`config.mk`:
```
export PLATFORM = sky130hd
export DESIGN_NAME = steer_en_hyst
export DESIGN_NICKNAME = d
export VERILOG_FILES = /design/src/rtl/steer_pkg.sv /design/src/rtl/steer_tmr.sv /design/src/rtl/steer_en_hyst.sv
export SDC_FILE = /design/constraint.sdc
export NUM_CORES = 1
export LEC_CHECK = 0
export ABC_AREA = 1
export CAP_MARGIN = 40
export CORE_AREA = 2 2 115 117
export CTS_CLUSTER_DIAMETER = 50
export CTS_CLUSTER_SIZE = 10
export DETAILED_ROUTE_END_ITERATION = 10
export DIE_AREA = 0 0 117 119
export GPL_TIMING_DRIVEN = 0
export PLACE_DENSITY = 0.69
export SKIP_LAST_GASP = 1
export SLEW_MARGIN = 10
export SYNTH_ARGS = -nofsm -noshare
export SYNTH_HDL_FRONTEND = slang
export SYNTH_HIERARCHICAL = 1
export SYNTH_SLANG_ARGS = --single-unit
```
`constraint.sdc`:
```
create_clock -name clk -period 2.6 [get_ports clk]
set_input_delay 0.26 -clock clk [delete_from_list [all_inputs] [get_ports clk]]
set_output_delay 0.26 -clock clk [all_outputs]
set_load 0.1 [all_outputs]
```
`src/rtl/steer_pkg.sv`:
```
// Shared types and default constants for the rider-detect / steering-enable controller.
package steer_pkg;

  typedef enum logic [1:0] {
    IDLE  = 2'd0,
    WAIT  = 2'd1,
    STEER = 2'd2
  } state_t;

  localparam logic [1:0] ST_IDLE  = 2'd0;
  localparam logic [1:0] ST_WAIT  = 2'd1;
  localparam logic [1:0] ST_STEER = 2'd2;

  localparam int unsigned LD_W_DEF             = 32'd12;
  localparam int unsigned MIN_RIDER_WEIGHT_DEF = 32'h0000_0200;
  localparam int unsigned HYSTERESIS_DEF       = 32'h0000_0040;
  localparam int unsigned TMR_W_DEF            = 32'd26;

  // FAST_SIM shortens the full-count test to 15 bits, bounded by the counter width.
  function automatic int unsigned full_bits(input int unsigned tmr_w, input int unsigned fast_sim);
    if ((fast_sim != 32'd0) && (tmr_w > 32'd15)) begin
      return 32'd15;
    end else begin
      return tmr_w;
    end
  endfunction

endpackage

```
`src/rtl/steer_tmr.sv`:
```
// Clearable, enabled, saturating settle counter with a full flag.
module steer_tmr
  import steer_pkg::*;
#(
  parameter int unsigned TMR_W    = TMR_W_DEF,
  parameter int unsigned FAST_SIM = 32'd0
) (
  input  logic clk,
  input  logic rst_n,
  input  logic clr,
  input  logic en,
  output logic tmr_full
);

  localparam int unsigned FULL_W = full_bits(TMR_W, FAST_SIM);

  logic [TMR_W-1:0] cnt_r;
  logic             full_s;

  assign full_s   = &cnt_r[FULL_W-1:0];
  assign tmr_full = full_s;

  // Counter register: clear wins over increment, and it never advances past full.
  always_ff @(posedge clk or negedge rst_n) begin
    if (!rst_n) begin
      cnt_r <= {TMR_W{1'b0}};
    end else if (clr) begin
      cnt_r <= {TMR_W{1'b0}};
    end else if (en && !full_s) begin
      cnt_r <= cnt_r + {{(TMR_W-1){1'b0}}, 1'b1};
    end else begin
      cnt_r <= cnt_r;
    end
  end

endmodule

```
`src/rtl/steer_en_hyst.sv`:
```
// Rider qualification with two-sided weight hysteresis, balance settle timer and steering enable.
module steer_en_hyst
  import steer_pkg::*;
#(
  parameter int unsigned   LD_W             = LD_W_DEF,
  parameter logic [LD_W:0] MIN_RIDER_WEIGHT = (LD_W+1)'(MIN_RIDER_WEIGHT_DEF),
  parameter logic [LD_W:0] HYSTERESIS       = (LD_W+1)'(HYSTERESIS_DEF),
  parameter int unsigned   TMR_W            = TMR_W_DEF,
  parameter int unsigned   FAST_SIM         = 32'd0
) (
  input  logic              clk,
  input  logic              rst_n,
  input  logic [LD_W-1:0]   lft_ld,
  input  logic [LD_W-1:0]   rght_ld,
  output logic              en_steer,
  output logic              rider_off,
  output logic [LD_W:0]     ld_cell_diff,
  output logic [1:0]        steer_state
);

  localparam int unsigned   CW    = LD_W + 5;
  localparam logic [LD_W:0] HI_TH = MIN_RIDER_WEIGHT + HYSTERESIS;
  localparam logic [LD_W:0] LO_TH = MIN_RIDER_WEIGHT - HYSTERESIS;

  logic [LD_W:0]   sum_s;
  logic [LD_W-1:0] abs_diff_s;
  logic [CW-1:0]   sum_w_s;
  logic [CW-1:0]   abs_x4_s;
  logic [CW-1:0]   abs_x16_s;
  logic [CW-1:0]   sum_x15_s;
  logic            sum_gt_min_s;
  logic            sum_lt_min_s;
  logic            balanced_s;
  logic            unbalanced_s;
  logic [1:0]      state_r;
  logic [1:0]      nxt_state_s;
  logic            tmr_clr_s;
  logic            tmr_en_s;
  logic            tmr_full_s;
  logic            rider_off_r;
  logic            rider_off_nxt_s;

  assign sum_s        = {1'b0, lft_ld} + {1'b0, rght_ld};
  assign ld_cell_diff = {1'b0, lft_ld} - {1'b0, rght_ld};
  assign abs_diff_s   = (lft_ld >= rght_ld) ? (lft_ld - rght_ld) : (rght_ld - lft_ld);

  assign sum_gt_min_s = (sum_s > HI_TH);
  assign sum_lt_min_s = (sum_s < LO_TH);

  // Ratio tests done as widened multiplies so nothing overflows and no divider is needed.
  assign sum_w_s      = CW'(sum_s);
  assign abs_x4_s     = CW'({abs_diff_s, 2'b00});
  assign abs_x16_s    = CW'({abs_diff_s, 4'b0000});
  assign sum_x15_s    = (sum_w_s << 4) - sum_w_s;
  assign balanced_s   = (abs_x4_s < sum_w_s);
  assign unbalanced_s = (abs_x16_s > sum_x15_s);

  steer_tmr #(
    .TMR_W    (TMR_W),
    .FAST_SIM (FAST_SIM)
  ) u_tmr (
    .clk      (clk),
    .rst_n    (rst_n),
    .clr      (tmr_clr_s),
    .en       (tmr_en_s),
    .tmr_full (tmr_full_s)
  );

  // Next-state and timer-control decode; losing the rider always beats the balance checks.
  always_comb begin
    nxt_state_s = state_r;
    tmr_clr_s   = 1'b0;
    case (state_r)
      ST_IDLE: begin
        if (sum_gt_min_s) begin
          nxt_state_s = ST_WAIT;
          tmr_clr_s   = 1'b1;
        end else begin
          nxt_state_s = ST_IDLE;
        end
      end
      ST_WAIT: begin
        if (sum_lt_min_s) begin
          nxt_state_s = ST_IDLE;
        end else if (!balanced_s) begin
          nxt_state_s = ST_WAIT;
          tmr_clr_s   = 1'b1;
        end else if (tmr_full_s) begin
          nxt_state_s = ST_STEER;
        end else begin
          nxt_state_s = ST_WAIT;
        end
      end
      ST_STEER: begin
        if (sum_lt_min_s) begin
          nxt_state_s = ST_IDLE;
        end else if (unbalanced_s) begin
          nxt_state_s = ST_WAIT;
          tmr_clr_s   = 1'b1;
        end else begin
          nxt_state_s = ST_STEER;
        end
      end
      default: begin
        nxt_state_s = ST_IDLE;
      end
    endcase
  end

  assign tmr_en_s        = (state_r == ST_WAIT) && (nxt_state_s == ST_WAIT);
  assign rider_off_nxt_s = ((state_r == ST_WAIT) || (state_r == ST_STEER)) &&
                           (nxt_state_s == ST_IDLE);

  // State register.
  always_ff @(posedge clk or negedge rst_n) begin
    if (!rst_n) begin
      state_r <= ST_IDLE;
    end else begin
      state_r <= nxt_state_s;
    end
  end

  // Rider-off pulse rises on the same edge that lands in IDLE from an occupied state.
  always_ff @(posedge clk or negedge rst_n) begin
    if (!rst_n) begin
      rider_off_r <= 1'b0;
    end else begin
      rider_off_r <= rider_off_nxt_s;
    end
  end

  assign en_steer    = (state_r == ST_STEER);
  assign rider_off   = rider_off_r;
  assign steer_state = state_r;

endmodule

```
==> results.ini, run 1 <==
[sta]
tightest_slew_ns=0.683
hold_viol_final=0
whs_ns=0.0261
slew_viol_final=0
rsz0062_at_grt=true
finalSetupViolCount=29
period_needed_ns=4.19
slew_headroom_pct=54.4
min_period_over_period_pct=161
finalWorstSetupSlack_ns=-1.59
max_freq_ghz=0.238
tns_ns=-44.01
finalClockSkew_ns=0.00631

[critical_path]
arrival_ns=4.39
cp_top_family=simple AND/OR/NAND/NOR gates
critPathMaxFanout=10
cp-start-kind=primary input
crit_path_top_delay_cell=ha_1
crit_start=rght_ld[9]
max_stage_delay_ns=0.32
end_kind=flip-flop
critPathBufInv=6
reg2reg_from=u_tmr/cnt_r[0]$_DFFE_PN0P_
crit_type=in -> reg
cp.required_ns=2.80
cp_common_cell=nand2_2

[finish]
nets=1133
drive_above_1_share_pct=41.3
final_area_um2=8740
area_growth_pct=55.5
fin_cells=1212
final_util_pct=67.9
num-fill-cells=965
n_antenna_cell=0

[routing]
viasPerCell=5.41
via_count=6554
routedWlPerCell_um=15.9
first_pass_iters=7
routed_wl_um=19300
drt-initial-drc-count=527
ant_nets=0
drc_errors=0

[power_and_ir_drop]
leakagePower_nw=4.14
ir_worst_vdd_v=0.000392
power_density_nw_per_um2=715
total_power_mw=6.25

[synthesis]
synthArstFlopShare_pct=100
synth_top_area_share_pct=18.4
synth_seq_cells=29
yosysWarnings=6
yosys.area.top_type=nand2_1
syn_nets=986
ys_seq_area_share_pct=12.9
synth_top_cells_by_count=276 x nand2_1, 105 x inv_1, 81 x nand3_1, 69 x ha_1, 63 x nor2_1
yosysMostFrequentCell=nand2_1
syn_inst=888
synth_area_um2=5620
synth.area.top_cells=nand2_1 18%, ha_1 15%, dfrtp_1 13%
synth_edf_count=0
syn_area_per_cell_um2=6.33
synthFlopType=dfrtp_1
synth.distinct_cells=46

[floorplanning]
coreArea_um2=12900
start_util_pct=43.7
die_y_um=119
die_w_um=117
dieArea_um2=13900
num_rows=42
ios=43

[placed_design]
dp.cells=1123
place_congestion=0.937
dp_slack_ns=-2.83
numPortBuffers=42
hpwl_um=12800
place_area_um2=6900

[cts]
clock_latency_ns=0.28
clkTransAtPathRegs_ns=0.05
tritoncts=done
hold_buffers=0
cts_buffers=5
cts_sinks=29
cts_buffer_depth=2
cts-root-buf=clkbuf_16
htree_levels=2

[grt]
gr-total-overflow=0
grt_max_degree=30
grt_pass1_wl_um=29700
grt_pass1_vias=6213
grt_use_total_pct=26.4
antenna_found_initial=0

[outcome]
violations=setup timing
status=finished, violations left

[flow_run]
cap_violations=0

[min_path]
hold_path.class=in -> async

-- final timing paths --
path,end,slack [ns],depth (start not counted)
hold reg to reg,u_tmr/cnt_r[3]$_DFFE_PN0P_,0.54,2
max in group asynchronous,u_tmr/cnt_r[1]$_DFFE_PN0P_,2.13,1
setup / recovery,u_tmr/cnt_r[16]$_DFFE_PN0P_,-1.59,35
min in group clk,u_tmr/cnt_r[3]$_DFFE_PN0P_,0.54,2
setup reg to reg,u_tmr/cnt_r[6]$_DFFE_PN0P_,0.02,17
hold / removal,u_tmr/cnt_r[23]$_DFFE_PN0P_,0.03,1
-- layer usage --
metal  vias to the layer above  wire, µm  GRT usage, %
met4                         0       410          6.54
li1                       3155         -             -
met1                      3108      8370          35.6
met2                       248      9660          44.4
met5                         -         0             0
met3                        43       874          3.16
-- sequential cells by signal (all words and copies together) (netlist names) --
signal	flops
steer_state	2
rider_off	1
u_tmr/cnt_r	26
-- final cells by class --
cell class | count | area (µm²) | area share (%)
sequential | 29 | 726 | 8.30
clock buffer | 7 | 143 | 1.63
timing repair buffer | 141 | 1410 | 16.1
multi-input combinational | 721 | 5410 | 61.9
inverter | 121 | 533 | 6.10
tap | 176 | 220 | 2.52
buffer | 16 | 270 | 3.09
clock inverter | 1 | 30.0 | 0.344
-- cell families (layout without fill, tap and decap cells) --
kind of cell / after synthesis / in the layout / synth area share (%)
AOI/OAI and AO/OA: 96 / 96 / 10.7
xor gates and xnor gates: 40 / 40 / 6.36
adders and majority gates: 72 / 72 / 16.4
and+or+nand+nor: 513 / 513 / 42.5
DFF: 29 / 29 / 12.9
buffers and inverters: 138 / 286 / 11.1
-- placed cells by master, fill, tap and decap left out, types with 14 or more instances in the layout --
| cell | n |
|---|---|
| nor2_4 | 19 |
| nor2_1 | 52 |
| nand2_4 | 17 |
| nand2_2 | 61 |
| xor2_1 | 25 |
| inv_1 | 79 |
| ha_4 | 20 |
| nand2_1 | 219 |
| buf_6 | 16 |
| a21oi_2 | 14 |
| ha_1 | 49 |
| buf_8 | 14 |
| nand3_2 | 39 |
| dfrtp_1 | 29 |
| buf_12 | 19 |
| nand3_1 | 51 |
| inv_2 | 23 |
| nand4_1 | 20 |
| buf_4 | 69 |
| o21ai_2 | 19 |
-- worst reg2reg max path: stages (launching register included) --
cell     delay (ns)
dfrtp_1        0.43
ha_1           0.21
nand2_1        0.10
nor2_4         0.17
nand2_4        0.11
nor2_8         0.19
nand2_1        0.11
nor2_1         0.16
nand3_1        0.10
nand2_1        0.09
nand2_2        0.07
a21oi_4        0.14
nor2_4         0.07
buf_12         0.13
buf_4          0.12
buf_4          0.12
nand4_1        0.08
nand2_1        0.06
-- where the power goes --
part / switching, mW / internal (mW)
registers: 0.0279 / 0.481
logic: 2.83 / 2.22
clock network: 0.204 / 0.478
total: 3.07 / 3.18
-- timing repair --
| item | in CTS | in global routing |
|---|---|---|
| setup endpoints to repair | 41 | 35 |
| pin swaps | 50 | 83 |
| cloned | 3 | 0 |
| buffers inserted | 64 | 20 |
| hold endpoints to repair | 0 | 0 |
| gates resized for setup | 250 | 94 |
(Power assumes the default switching activity.)
==> inputs of run 2 (changes only) <==
PLACE_DENSITY = 0.61   (was 0.69)
==> run 2 against run 1 <==
Effect of this change: the flow still finishes with violations (setup timing); sequential share of layout area is 0.19 points higher; hold slack worse by 0.0032 ns; cell area is 2.3% lower; combinational power is 8.3% lower; sequential power hardly changed; register-to-register slack better by 0.07 ns; critical endpoint is now u_tmr/cnt_r[23]$_DFFE_PN0P_; largest power group unchanged.
==> results.ini, run 2 (synthesized netlist as in run 1, its figures left out) <==
[grt]
grt_use_total_pct=25.8  ; -0.55 points
gr-total-overflow=0  ; unchanged
antenna_found_initial=0  ; unchanged
grt_pass1_wl_um=28900  ; -3.0%
grt_max_degree=30  ; unchanged
grt_pass1_vias=5826  ; -6.2%

[outcome]
violations=setup timing
status=finished, violations left

[finish]
num-fill-cells=1105  ; +15%
n_antenna_cell=0  ; unchanged
largest_register_ffs=26  ; unchanged
final_area_um2=8540  ; -2.3%
area_growth_pct=51.9
final_common_cell=nand2_1
drive_above_1_share_pct=40.3  ; -1.0 points
nets=1127  ; -0.53%
layout_common_cells=222 x nand2_1, 82 x inv_1, 71 x buf_4
final_util_pct=66.4  ; -1.5 points
top_register=u_tmr/cnt_r

[floorplanning]
coreArea_um2=12900  ; unchanged
die_y_um=119  ; unchanged
ios=43  ; unchanged
num_rows=42  ; unchanged
die_w_um=117  ; unchanged
start_util_pct=43.7  ; unchanged
dieArea_um2=13900  ; unchanged

[cts]
htree_levels=2  ; unchanged
clkTransAtPathRegs_ns=0.05  ; about the same
tritoncts=done
cts_sinks=29  ; unchanged
cts-root-buf=clkbuf_16
cts_buffer_depth=2  ; unchanged
cts_buffers=5  ; unchanged
hold_buffers=0  ; unchanged
clock_latency_ns=0.27  ; about the same

[routing]
drc_errors=0  ; unchanged
via_count=6261  ; -4.5%
routed_wl_um=18400  ; -4.5%
viasPerCell=5.19  ; -4.0%
first_pass_iters=5  ; -2
drt-initial-drc-count=419  ; -20%
ant_nets=0  ; unchanged
routedWlPerCell_um=15.3  ; -4.0%

[placed_design]
numPortBuffers=42  ; unchanged
place_area_um2=6900  ; unchanged
place_congestion=0.867  ; -7.4%
dp_slack_ns=-2.94  ; -0.117 ns
hpwl_um=13200  ; +2.9%

[critical_path]
cp.required_ns=2.77  ; -0.03 ns
rrSetupSlack_ns=0.09  ; +0.07 ns
arrival_ns=4.41  ; +0.02 ns
cp-start-kind=primary input
end_kind=flip-flop
crit_type=in -> reg
worstRegToRegCells=17  ; unchanged
cp_common_cell=nand2_1
max_stage_delay_ns=0.39  ; +0.07 ns
reg2reg_from=u_tmr/cnt_r[0]$_DFFE_PN0P_
cp_top_family=simple AND/OR/NAND/NOR gates
crit_path_top_delay_cell=fa_2
critPathMaxFanout=5  ; -5
critPathBufInv=7  ; +1
r2r-end=u_tmr/cnt_r[23]$_DFFE_PN0P_

[sta]
hold_viol_final=0  ; unchanged
min_period_over_period_pct=163  ; +1.9 points
tightest_slew_ns=0.678  ; -0.00574 ns
finalWorstSetupSlack_ns=-1.64  ; -0.0499 ns
period_needed_ns=4.24  ; +0.0499 ns
slew_viol_final=0  ; unchanged
finalSetupViolCount=29  ; unchanged
slew_headroom_pct=54.8  ; +0.38 points
max_freq_ghz=0.236  ; -1.2%
rsz0062_at_grt=true
finalClockSkew_ns=0.00582  ; -0.000489 ns

[power_and_ir_drop]
leakagePower_nw=4.10  ; -0.92%
ir_worst_vdd_v=0.000433  ; +10%
total_power_mw=5.76  ; -7.9%
power_density_nw_per_um2=674  ; -5.8%

[flow_run]
cap_violations=0  ; unchanged

[min_path]
hold_path.class=in -> async

run 2: cell types whose count changed in the layout (fill, tap and decap cells not counted), sizes merged:
cell	previous run	this run
buf	132	128
bufinv	1	0
clkbuf	11	13
clkdlybuf4s15	6	3
clkdlybuf4s50	8	9
dlygate4sd2	6	2
dlymetal6s2s	1	2
inv	116	117
nand2	298	299
run 2: routing by layer:
| metal | part of all wire, % | track usage [%] | wire length (µm) |
|---|---|---|---|
| met5 | 0 | 0 | 0 |
| met4 | 1.2 | 3.53 | 230 |
| met3 | 5.7 | 3.16 | 1050 |
| met2 | 46 | 40.1 | 8500 |
| met1 | 47 | 39.0 | 8660 |
run 2: layout make-up:
cell class / count / area [µm²] / area share, %
plain buffers: 17 / 282 / 3.30
clock buffers: 7 / 153 / 1.79
clock inverters: 1 / 5.00 / 0.0586
inverters: 121 / 528 / 6.18
multi-input cells: 722 / 5370 / 62.8
flip-flops and latches: 29 / 726 / 8.49
well taps: 176 / 220 / 2.58
repair buffers: 133 / 1260 / 14.8
run 2: power breakdown:
group	internal [mW]	total (mW)	leakage [nW]	switching, mW
sequential	0.481	0.508	0.399	0.0266
combinational	1.96	4.64	3.62	2.68
clock	0.405	0.609	0.0799	0.204
total	2.85	5.76	4.10	2.91
run 2: worst max-delay path by stage:
stage / startpoint / endpoint / slack [ns] / cells after the start
after detailed placement: lft_ld[0] / u_tmr/cnt_r[6]$_DFFE_PN0P_ / -2.94 / 36
after floorplan: lft_ld[0] / u_tmr/cnt_r[2]$_DFFE_PN0P_ / -1.50 / 32
after global routing: rght_ld[7] / u_tmr/cnt_r[23]$_DFFE_PN0P_ / -1.86 / 37
after CTS: rght_ld[0] / u_tmr/cnt_r[17]$_DFFE_PN0P_ / -1.56 / 37
after global placement: lft_ld[0] / u_tmr/cnt_r[6]$_DFFE_PN0P_ / -2.96 / 36
final: lft_ld[0] / u_tmr/cnt_r[23]$_DFFE_PN0P_ / -1.64 / 36
run 2: what timing repair did:
item | 4_1_cts | 5_1_grt
gates resized for setup | 232 | 97
gates cloned | 2 | 1
buffers inserted | 55 | 21
endpoints found under the setup margin | 41 | 34
pin swaps | 78 | 85
run 2: metrics by stage:
step	setup TNS, ns	hold WS [ns]	instances
final	-44.67	0.0229	1206
after global routing	-51.55	0.0915	1206
after CTS	-42.62	0.0500	1184
after detailed placement	-87.55	0.341	1123
after global placement	-93.05	0.528	1106
after floorplan	-41.76	-0.0356	888
